--- src/rtl/mandelbrot_pkg.sv ---
// Shared definitions for the mandelbrot pixel sink: FSM encoding, padding nibble
// and pixel-counter sizing.
package mandelbrot_pkg;

  typedef enum logic [2:0] {
    IDLE,
    ISSUE,
    WAIT_HI,
    WAIT_LO,
    DRAIN
  } sink_state_t;

  localparam logic [3:0] NIBBLE_PAD = 4'h0;

  // Counter must hold WIDTH*HEIGHT itself, not just the last index.
  function automatic int pix_count_width(input int w, input int h);
    return $clog2(w * h + 1);
  endfunction

endpackage

--- src/rtl/mandelbrot_pixel_sink_if.sv ---
// Packed-byte output stream of the pixel sink (valid/ready with frame-last marker).
interface mandelbrot_pixel_sink_if;
  logic [7:0] out_data;
  logic       out_valid;
  logic       out_ready;
  logic       out_last;

  modport master (output out_data, output out_valid, output out_last, input out_ready);
  modport slave  (input out_data, input out_valid, input out_last, output out_ready);
endinterface

--- src/rtl/mandelbrot_byte_fifo.sv ---
// Small show-ahead FIFO of {last, byte} entries with an occupancy count.
module mandelbrot_byte_fifo #(
  parameter  int DEPTH = 4,
  localparam int PTR_W = $clog2(DEPTH),
  localparam int CNT_W = $clog2(DEPTH + 1)
) (
  input  logic             clk,
  input  logic             rst_n,
  input  logic             push,
  input  logic [8:0]       push_data,
  input  logic             pop,
  output logic [8:0]       head,
  output logic [CNT_W-1:0] count
);

  localparam logic [CNT_W-1:0] FULL = CNT_W'(DEPTH);

  logic [8:0]       mem [DEPTH];
  logic [PTR_W-1:0] wr_ptr;
  logic [PTR_W-1:0] rd_ptr;
  logic             do_push;
  logic             do_pop;

  assign do_pop  = pop && (count != '0);
  assign do_push = push && ((count != FULL) || do_pop);
  assign head    = mem[rd_ptr];

  always_ff @(posedge clk) begin
    if (do_push) mem[wr_ptr] <= push_data;
  end

  // DEPTH is a power of two, so the pointers wrap naturally.
  always_ff @(posedge clk or negedge rst_n) begin
    if (!rst_n) begin
      wr_ptr <= '0;
      rd_ptr <= '0;
      count  <= '0;
    end else begin
      if (do_push) wr_ptr <= wr_ptr + 1'b1;
      if (do_pop)  rd_ptr <= rd_ptr + 1'b1;
      case ({do_push, do_pop})
        2'b10:   count <= count + 1'b1;
        2'b01:   count <= count - 1'b1;
        default: count <= count;
      endcase
    end
  end

endmodule

--- src/rtl/mandelbrot_pixel_sink.sv ---
// Drives the engine one pixel at a time, packs two 4-bit results per byte and
// streams the bytes out, stalling the engine while the byte FIFO is full.
module mandelbrot_pixel_sink
  import mandelbrot_pkg::*;
#(
  parameter int WIDTH      = 320,
  parameter int HEIGHT     = 240,
  parameter int FIFO_DEPTH = 4
) (
  input  logic                           clk,
  input  logic                           rst_n,
  input  logic                           start,
  output logic                           busy,
  output logic                           run,
  input  logic                           running,
  input  logic                           finished,
  input  logic [3:0]                     ctr_out,
  mandelbrot_pixel_sink_if.master        out_if,
  output logic                           frame_done,
  output logic                           sync_err
);

  localparam int               PIX_W     = pix_count_width(WIDTH, HEIGHT);
  localparam logic [PIX_W-1:0] PIX_TOTAL = PIX_W'(WIDTH * HEIGHT);
  localparam int               CNT_W     = $clog2(FIFO_DEPTH + 1);
  localparam logic [CNT_W-1:0] FIFO_FULL = CNT_W'(FIFO_DEPTH);

  sink_state_t      state, state_nxt;
  logic [PIX_W-1:0] pix, pix_inc;
  logic             half;
  logic [3:0]       hold;
  logic             push;
  logic [8:0]       push_data;
  logic [8:0]       head;
  logic [CNT_W-1:0] count;
  logic             pop;
  logic             last_pop;
  logic             captured;
  logic             frame_end;

  assign pix_inc   = pix + 1'b1;
  assign captured  = (state == WAIT_LO) && !running;
  assign frame_end = finished || (pix_inc == PIX_TOTAL);
  assign busy      = (state != IDLE);

  // Empty FIFO presents zeros rather than stale (or never-written) memory.
  assign out_if.out_valid = (count != '0);
  assign out_if.out_data  = out_if.out_valid ? head[7:0] : 8'h00;
  assign out_if.out_last  = out_if.out_valid && head[8];
  assign pop              = out_if.out_valid && out_if.out_ready;
  assign last_pop         = pop && head[8];

  mandelbrot_byte_fifo #(.DEPTH(FIFO_DEPTH)) u_fifo (
    .clk       (clk),
    .rst_n     (rst_n),
    .push      (push),
    .push_data (push_data),
    .pop       (pop),
    .head      (head),
    .count     (count)
  );

  always_ff @(posedge clk or negedge rst_n) begin
    if (!rst_n) state <= IDLE;
    else        state <= state_nxt;
  end

  // Only one pixel is ever in flight, so a free slot at ISSUE guarantees room
  // for whatever push that pixel produces.
  always_comb begin
    state_nxt = state;
    run       = 1'b0;
    push      = 1'b0;
    push_data = '0;
    case (state)
      IDLE:    if (start) state_nxt = ISSUE;
      ISSUE: begin
        if (count < FIFO_FULL) begin
          run       = 1'b1;
          state_nxt = WAIT_HI;
        end
      end
      WAIT_HI: if (running) state_nxt = WAIT_LO;
      WAIT_LO: begin
        if (!running) begin
          if (half) begin
            push      = 1'b1;
            push_data = {frame_end, ctr_out, hold};
          end else if (frame_end) begin
            push      = 1'b1;
            push_data = {1'b1, NIBBLE_PAD, ctr_out};
          end
          state_nxt = frame_end ? DRAIN : ISSUE;
        end
      end
      DRAIN:   if (last_pop) state_nxt = IDLE;
      default: state_nxt = IDLE;
    endcase
  end

  always_ff @(posedge clk or negedge rst_n) begin
    if (!rst_n) begin
      pix        <= '0;
      half       <= 1'b0;
      hold       <= 4'h0;
      sync_err   <= 1'b0;
      frame_done <= 1'b0;
    end else begin
      frame_done <= (state == DRAIN) && last_pop;
      if ((state == IDLE) && start) begin
        pix      <= '0;
        half     <= 1'b0;
        sync_err <= 1'b0;
      end else if (captured) begin
        pix <= pix_inc;
        if (half) begin
          half <= 1'b0;
        end else if (!frame_end) begin
          hold <= ctr_out;
          half <= 1'b1;
        end
        if (frame_end) sync_err <= (finished != (pix_inc == PIX_TOTAL));
      end
    end
  end

endmodule

--- src/flat_wrapper.sv ---
// flat-port wrapper written by rule: the top's interface ports become plain ports
module mandelbrot_pixel_sink_flat import mandelbrot_pkg::*;
#(
  parameter int WIDTH      = 320,
  parameter int HEIGHT     = 240,
  parameter int FIFO_DEPTH = 4
)
  (clk, rst_n, start, busy, run, running, finished, ctr_out, frame_done, sync_err, out_if_out_data, out_if_out_valid, out_if_out_last, out_if_out_ready);
  mandelbrot_pixel_sink_if out_if_i ();
  input  logic clk;
  input  logic rst_n;
  input  logic start;
  output logic busy;
  output logic run;
  input  logic running;
  input  logic finished;
  input  logic [3:0] ctr_out;
  output logic frame_done;
  output logic sync_err;
  output wire logic [$bits(out_if_i.out_data)-1:0] out_if_out_data;
  output wire logic [$bits(out_if_i.out_valid)-1:0] out_if_out_valid;
  output wire logic [$bits(out_if_i.out_last)-1:0] out_if_out_last;
  input wire logic [$bits(out_if_i.out_ready)-1:0] out_if_out_ready;
  assign out_if_out_data = out_if_i.out_data;
  assign out_if_out_valid = out_if_i.out_valid;
  assign out_if_out_last = out_if_i.out_last;
  assign out_if_i.out_ready = out_if_out_ready;
  mandelbrot_pixel_sink #(.WIDTH(WIDTH), .HEIGHT(HEIGHT), .FIFO_DEPTH(FIFO_DEPTH)) u_core (.clk(clk), .rst_n(rst_n), .start(start), .busy(busy), .run(run), .running(running), .finished(finished), .ctr_out(ctr_out), .out_if(out_if_i), .frame_done(frame_done), .sync_err(sync_err));
endmodule
--- config.mk ---
export PLATFORM = sky130hd
export DESIGN_NAME = mandelbrot_pixel_sink_flat
export DESIGN_NICKNAME = d
export VERILOG_FILES = /design/src/rtl/mandelbrot_pkg.sv /design/src/rtl/mandelbrot_pixel_sink_if.sv /design/src/rtl/mandelbrot_byte_fifo.sv /design/src/rtl/mandelbrot_pixel_sink.sv /design/src/flat_wrapper.sv
export SDC_FILE = /design/constraint.sdc
export NUM_CORES = 1
export LEC_CHECK = 0
export CAP_MARGIN = 0
export CORE_MARGIN = 4
export CORE_UTILIZATION = 59
export DETAILED_ROUTE_END_ITERATION = 6
export DONT_BUFFER_PORTS = 1
export PLACE_DENSITY = 0.75
export SLEW_MARGIN = 20
export SYNTH_ARGS = -nofsm -noshare
export SYNTH_HDL_FRONTEND = slang
export SYNTH_HIERARCHICAL = 1
export SYNTH_SLANG_ARGS = --single-unit
--- constraint.sdc ---
create_clock -name clk -period 4.2 [get_ports clk]
set_input_delay 0.84 -clock clk [delete_from_list [all_inputs] [get_ports clk]]
set_output_delay 0.84 -clock clk [all_outputs]
set_load 0.01 [all_outputs]
# Word level (Yosys, flattened, before mapping)
# Memories as Yosys holds them, arrays and structs flattened.
# Index checks and enable logic that the tools add are counted.
# totals
mem_bits_rw	36
out_inout_bits	14
ff_bits	34
word_cells	83
memories	1
# mem_list
memory	depth	word_bits	rd	rd_ports_with_merged_regs	write_ports	line	source
u_core.u_fifo.mem	4	9	1	0	1	mandelbrot_byte_fifo.sv:18	logic [8:0] mem [DEPTH];
# classes
eq_ne	14
n_reduce_logical	20
n_mux	30
add_sub_neg	5
bitwise_logic	3
order_cmp	1
# op_table
operator	count
9-bit 2-to-1 mux	4
17-bit 2-to-1 mux	2
3-bit 2-to-1 mux	6
17-bit by 1-bit adder with 17-bit output, second input constant	1
17-bit equality test, second input constant	1
1-bit 2-to-1 mux	15
3-bit one-hot mux with 5 select lines	1
1-bit logical AND	8
8-bit 2-to-1 mux	1
3-bit by 2-bit equality test with 1-bit output, second input constant	2
2-bit != test, second input constant	3
3-bit one-hot mux with 2 select lines	1
2-bit nonzero test	3
3-bit nonzero test	2
5-bit AND reduction	1
2-bit by 1-bit adder with 2-bit output, second input constant	2
2-bit by 1-bit != test with 1-bit output, second input constant	2
4-bit AND reduction	1
3-bit by 1-bit adder with 3-bit output, second input constant	1
3-bit by 1-bit equality test with 1-bit output, second input constant	1
3-bit equality test, second input constant	1
3-bit logical NOT	1
3-bit less-than comparator, second input constant	1
3-bit != test, second input constant	1
other kinds (8)	11

# Depth between registers and ports, before layout
# depth
ltp_word	10
depth_mapped	16
mapped_depth_nobuf	15

# Modules after synthesis
# The synthesis kept the hierarchy.
# by_module_without_submodules
module	seq_area_each_um2	area_per_inst_um2	cells_each	n_inst
mandelbrot_byte_fifo	1256.2	1793.0	97	1
mandelbrot_pixel_sink	675.6	1771.7	205	1

# Worst setup path before layout
# OpenSTA, ideal clock, no wires.
# synth_timing
path_type	flip-flop to flip-flop
from	register u_core.pix[0]
to	register u_core.u_fifo.count[2]
path_stages_with_launch	17
t_arrival_ns	3.220
setup_ns	0.078
n_path_buf	1
slack_ns	0.902
path_cell_list	dfrtp_1 ha_1 nand4_1 nor2_1 nand4_1 xnor2_1 nand4_1 ha_1 nor2b_1 nor2_1 buf_2 nor2b_1 nand2_1 fa_1 or4b_1 o31ai_1 o21bai_1
# synth_between
elab_chain_len	10
elab_cells_between_ends	12
classes_between	1 x add/sub; 3 x eq/ne; 5 x mux; 3 x reduce/logical
# synth_lines
element	line	source
start: declaration	mandelbrot_pixel_sink.sv:29	logic [PIX_W-1:0] pix, pix_inc;
start signal: assignment	mandelbrot_pixel_sink.sv:115	pix <= pix_inc;
17-bit by 1-bit adder with 17-bit output *	mandelbrot_pixel_sink.sv:41	assign pix_inc = pix + 1'b1;
17-bit equality test *	mandelbrot_pixel_sink.sv:43	assign frame_end = finished || (pix_inc == PIX_TOTAL);
1-bit logical OR *	mandelbrot_pixel_sink.sv:43	
1-bit 2-to-1 mux *	mandelbrot_pixel_sink.sv:89	end else if (frame_end) begin
1-bit 2-to-1 mux *	mandelbrot_pixel_sink.sv:86	if (half) begin
1-bit 2-to-1 mux *	mandelbrot_pixel_sink.sv:85	if (!running) begin
1-bit 2-to-1 mux *	mandelbrot_pixel_sink.sv:75	case (state)
via u_core.push	mandelbrot_pixel_sink.sv:32	logic push;
1-bit logical AND *	mandelbrot_byte_fifo.sv:25	assign do_push = push && ((count != FULL) || do_pop);
2-bit by 1-bit equality test with 1-bit output or 2-bit equality test (tied branches)	mandelbrot_byte_fifo.sv:41	case ({do_push, do_pop})
3-bit one-hot mux with 2 select lines or 2-bit nonzero test (tied branches)	-	
end signal: assignment	mandelbrot_byte_fifo.sv:42	2'b10: count <= count + 1'b1;
end signal: assignment	mandelbrot_byte_fifo.sv:43	2'b01: count <= count - 1'b1;
end signal: assignment	mandelbrot_byte_fifo.sv:44	default: count <= count;
end: declaration	mandelbrot_byte_fifo.sv:13	output logic [CNT_W-1:0] count
# Mark *: on every way through the listed nets, which the timed path passes. The rest lies on a longest branch.
# A chain may end at the register's enable or synchronous reset.

# Worst setup path after layout
# Same ends and word-level chain as after synthesis.

==> results.sh <==
export IMPL_diodes=0
export IMPL_leakagePower_nw=1.41
export IMPL_finClkSkew_ns=0.0113
export IMPL_wire_per_inst_microns=17.2
export IMPL_routabilityCongestion=0.898
export IMPL_internal_power_w=0.00138
export IMPL_route_detailed_drc=0
export IMPL_drt_initial_drc_count=118
export IMPL_grt_max_degree=35
export IMPL_synthArstFlopShare_pct=48.6
export IMPL_die_h_microns=85.7
export IMPL_avgViaCountPerCell=6.13
export IMPL_clk_pin_slew_ns=0.08
export IMPL_comb_power_share_pct=28.2
export IMPL_end_kind="flop"
export IMPL_grt_ovfl_total=0
export IMPL_dr_pass1_iters=5
export IMPL_rows=28
export IMPL_fmax_ghz=0.275
export IMPL_layout_nets=312
export IMPL_drtAntennaViolNets=0
export IMPL_synth_flop_cell="edfxtp_1"
export IMPL_cts_resized=0
export IMPL_grt_pass1_wl_microns=11000
export IMPL_yosysWarnings=6
export IMPL_synthCells=302
export IMPL_power_frac_seq_pct=46.0
export IMPL_die_area_sq_um=7350
export IMPL_routed_wl_microns=6440
export IMPL_syn2layout_area_growth_pct=5.19
export IMPL_portBuffers=0
export IMPL_power_density_nw_per_um2=558
export IMPL_critPathRequiredTime_ns=4.47
export IMPL_clock_latency_ns=0.34
export IMPL_hp_class="primary input to async pin"
export IMPL_synth_cell_types=58
export IMPL_postCtsHoldBufs=0
export IMPL_maxSlewHeadroom_pct=52.9
export IMPL_fin_util_pct=63.7
export IMPL_clk_path_buf_depth=2
export IMPL_reg2regPathDepth=16
export IMPL_cts_tree="done"
export IMPL_tns_ns=0
export IMPL_via_count=2292
export IMPL_syn_avg_cell_area_sq_um=11.8
export IMPL_switching_share_pct=34.1
export IMPL_pin_count=24
export IMPL_cap_viol_max_count=0
export IMPL_crit_path_start_kind="flop"
export IMPL_dpl_hpwl_microns=4380
export IMPL_rrSetupSlack_ns=0.56
export IMPL_clock_sinks=70
export IMPL_initial_core_util_pct=60.6
export IMPL_worst_pin_slew_ns=0.706
export IMPL_netlist_top_cell_by_area="edfxtp_1"
export IMPL_grt_usage_pct=19.5
export IMPL_crit_path_start="u_core/pix[0]"
export IMPL_path_max_fanout=11
export IMPL_rr_startpoint="u_core/pix[0]"
export IMPL_ys_top_cells_by_area="edfxtp_1 (30%), dfrtp_1 (24%), mux4_2 (5.7%)"
export IMPL_status="complete, no violations"
export IMPL_p_clk_share_pct=25.8
export IMPL_synth_area_sq_um=3560
export IMPL_synth_most_common_cell="edfxtp_1"
export IMPL_hold_viol_final=0
export IMPL_cp_endpoint="u_core/u_fifo/count[2]"
export IMPL_rsz0062_at_grt="false"
export IMPL_cts_setup_buffers=0
export IMPL_p_switching_w=0.000714
export IMPL_synth_commonest_cells="edfxtp_1 (36), dfrtp_1 (34), o21ai_0 (22)"
export IMPL_cts_root_buf="clkbuf_8"
export IMPL_synth_fp_nets=320
export IMPL_fin_crit_ns=3.64
export IMPL_drive_gt1_share_pct=13.4
export IMPL_antenna_found_initial=0
export IMPL_die_w_microns=85.7
export IMPL_ir_worst_vdd_uv=297
export IMPL_numCtsBuffers=9
export IMPL_ys_seq_area_share_pct=54.2
export IMPL_worstReg2RegEnd="u_core/u_fifo/count[2]"
export IMPL_synth_top_area_share_pct=30.3
export IMPL_final_max_slew_viol_count=0
export IMPL_period_share_pct=86.6
export IMPL_num_fill_cells=431
export IMPL_synth_edf_count=36
export IMPL_grt_pass1_vias=2249
export IMPL_core_area_sq_um=5890
export IMPL_critPathKind="flop to flop"
export IMPL_cp_data_arrival_time_ns=3.91
export IMPL_setup_viol=0
export IMPL_ys_ff_latch=70
export IMPL_htreeDepth=3
flip-flops by register name (all words and copies together), names as in the netlist:
register / count
u_core/u_fifo/mem: 36
u_core/sync_err: 1
u_core/frame_done: 1
u_core/u_fifo/wr_ptr: 2
u_core/hold: 4
u_core/state: 3
u_core/u_fifo/count: 3
u_core/u_fifo/rd_ptr: 2
u_core/pix: 17
u_core/half: 1
layer usage:
metal	vias to the layer above	GRT usage (%)	share of wire, %	wire (microns)
met5	-	0	0	0
met4	0	8.20	1.0	65
met3	6	4.13	2.7	177
met2	39	32.5	51	3310
met1	1138	24.9	45	2880
li1	1109	-	-	-
kinds of logic (layout without fill, tap and decap cells):
group,after synthesis,count (layout),synth area share (%)
mux,15,15,7.69
simple gates,107,107,17.3
compound gates,63,63,11.0
buf+inv,28,25,4.14
flops,70,70,54.2
fa+ha+maj,8,8,3.02
xor+xnor,11,11,2.70
worst min-delay path by stage:
| stage | from | endpoint | slack, ns | cells past startpoint |
|---|---|---|---|---|
| after CTS | rst_n | u_core/u_fifo/rd_ptr[1] | 0.15 | 0 |
| after detailed placement | u_core/hold[0] | u_core/hold[0] | 0.50 | 1 |
| final | rst_n | u_core/u_fifo/rd_ptr[1] | 0.18 | 0 |
| after global routing | rst_n | u_core/u_fifo/count[2] | 0.16 | 0 |
| after floorplan | u_core/hold[0] | u_core/hold[0] | 0.48 | 1 |
| after global placement | u_core/hold[1] | u_core/hold[1] | 0.49 | 1 |
placed cells by master (no fill, tap or decap), types with 2 or more instances in the layout:
cell      Yosys  routed
edfxtp_1     36      36
dfrtp_1      34      34
o21ai_0      22      22
nand2_1      19      19
nor2_1       18      18
and2_1       14      14
a21oi_1      13      13
nand4_1      11      11
clkbuf_8      0       9
mux4_2        9       9
and3_1        8       8
nand3_1       8       8
ha_1          7       7
inv_1         6       6
nor3b_1       6       6
xnor2_1       6       6
xor2_1        5       5
mux2_2        5       5
nor3_1        4       4
o31ai_1       4       4
or3_1         3       3
o22ai_1       3       3
a31oi_1       3       3
clkinv_4      0       2
clkinv_2      0       2
a211o_1       2       2
o211ai_1      2       2
o41ai_1       2       2
nor2b_1       2       2
a22o_1        2       2
o21ai_1       2       2
buf_4         0       2
per-stage QoR:
| stage | instances | hold slack (ns) | setup slack (ns) | cell area (sq um) | total power [W] |
|---|---|---|---|---|---|
| global placement | 358 | 0.489 | 0.712 | 3550 | 0.00155 |
| global route | 374 | 0.156 | 0.161 | 3750 | 0.00224 |
| floorplan | 302 | 0.480 | 0.902 | 3560 | 0.00148 |
| finish | 374 | 0.180 | 0.563 | 3750 | 0.00209 |
| detailed placement | 358 | 0.498 | 0.598 | 3550 | 0.00157 |
| CTS | 374 | 0.155 | 0.590 | 3750 | 0.00212 |
layout make-up:
class / count / area, sq um / share of cell area [%]
clock inverters: 7 / 73.8 / 1.97
flip-flops and latches: 70 / 1930 / 51.5
repair buffers: 2 / 15.0 / 0.400
well taps: 75 / 93.8 / 2.50
inverters: 7 / 26.3 / 0.701
multi-input cells: 204 / 1490 / 39.6
clock buffers: 9 / 124 / 3.30
critical path: stages (launching register included):
cell	delay [ns]
dfrtp_1	0.44
ha_1	0.28
nand4_1	0.14
nor2_1	0.33
nand4_1	0.17
xnor2_1	0.17
nand4_1	0.12
ha_1	0.17
nor2b_1	0.20
nor2_1	0.06
buf_4	0.17
nor2b_1	0.15
nand2_1	0.09
fa_1	0.41
or4b_1	0.48
o31ai_1	0.08
o21bai_1	0.13
power groups by stage:
| stage | combinational (W) | clock, W | sequential [W] |
|---|---|---|---|
| floorplan | 0.000583 | 0 | 0.000892 |
| detailed placement | 0.000591 | 0 | 0.000982 |
| finish | 0.000590 | 0.000540 | 0.000964 |
| global placement | 0.000577 | 0 | 0.000977 |
| global route | 0.000655 | 0.000594 | 0.000991 |
| CTS | 0.000594 | 0.000555 | 0.000967 |
(Power assumes the default switching activity.)
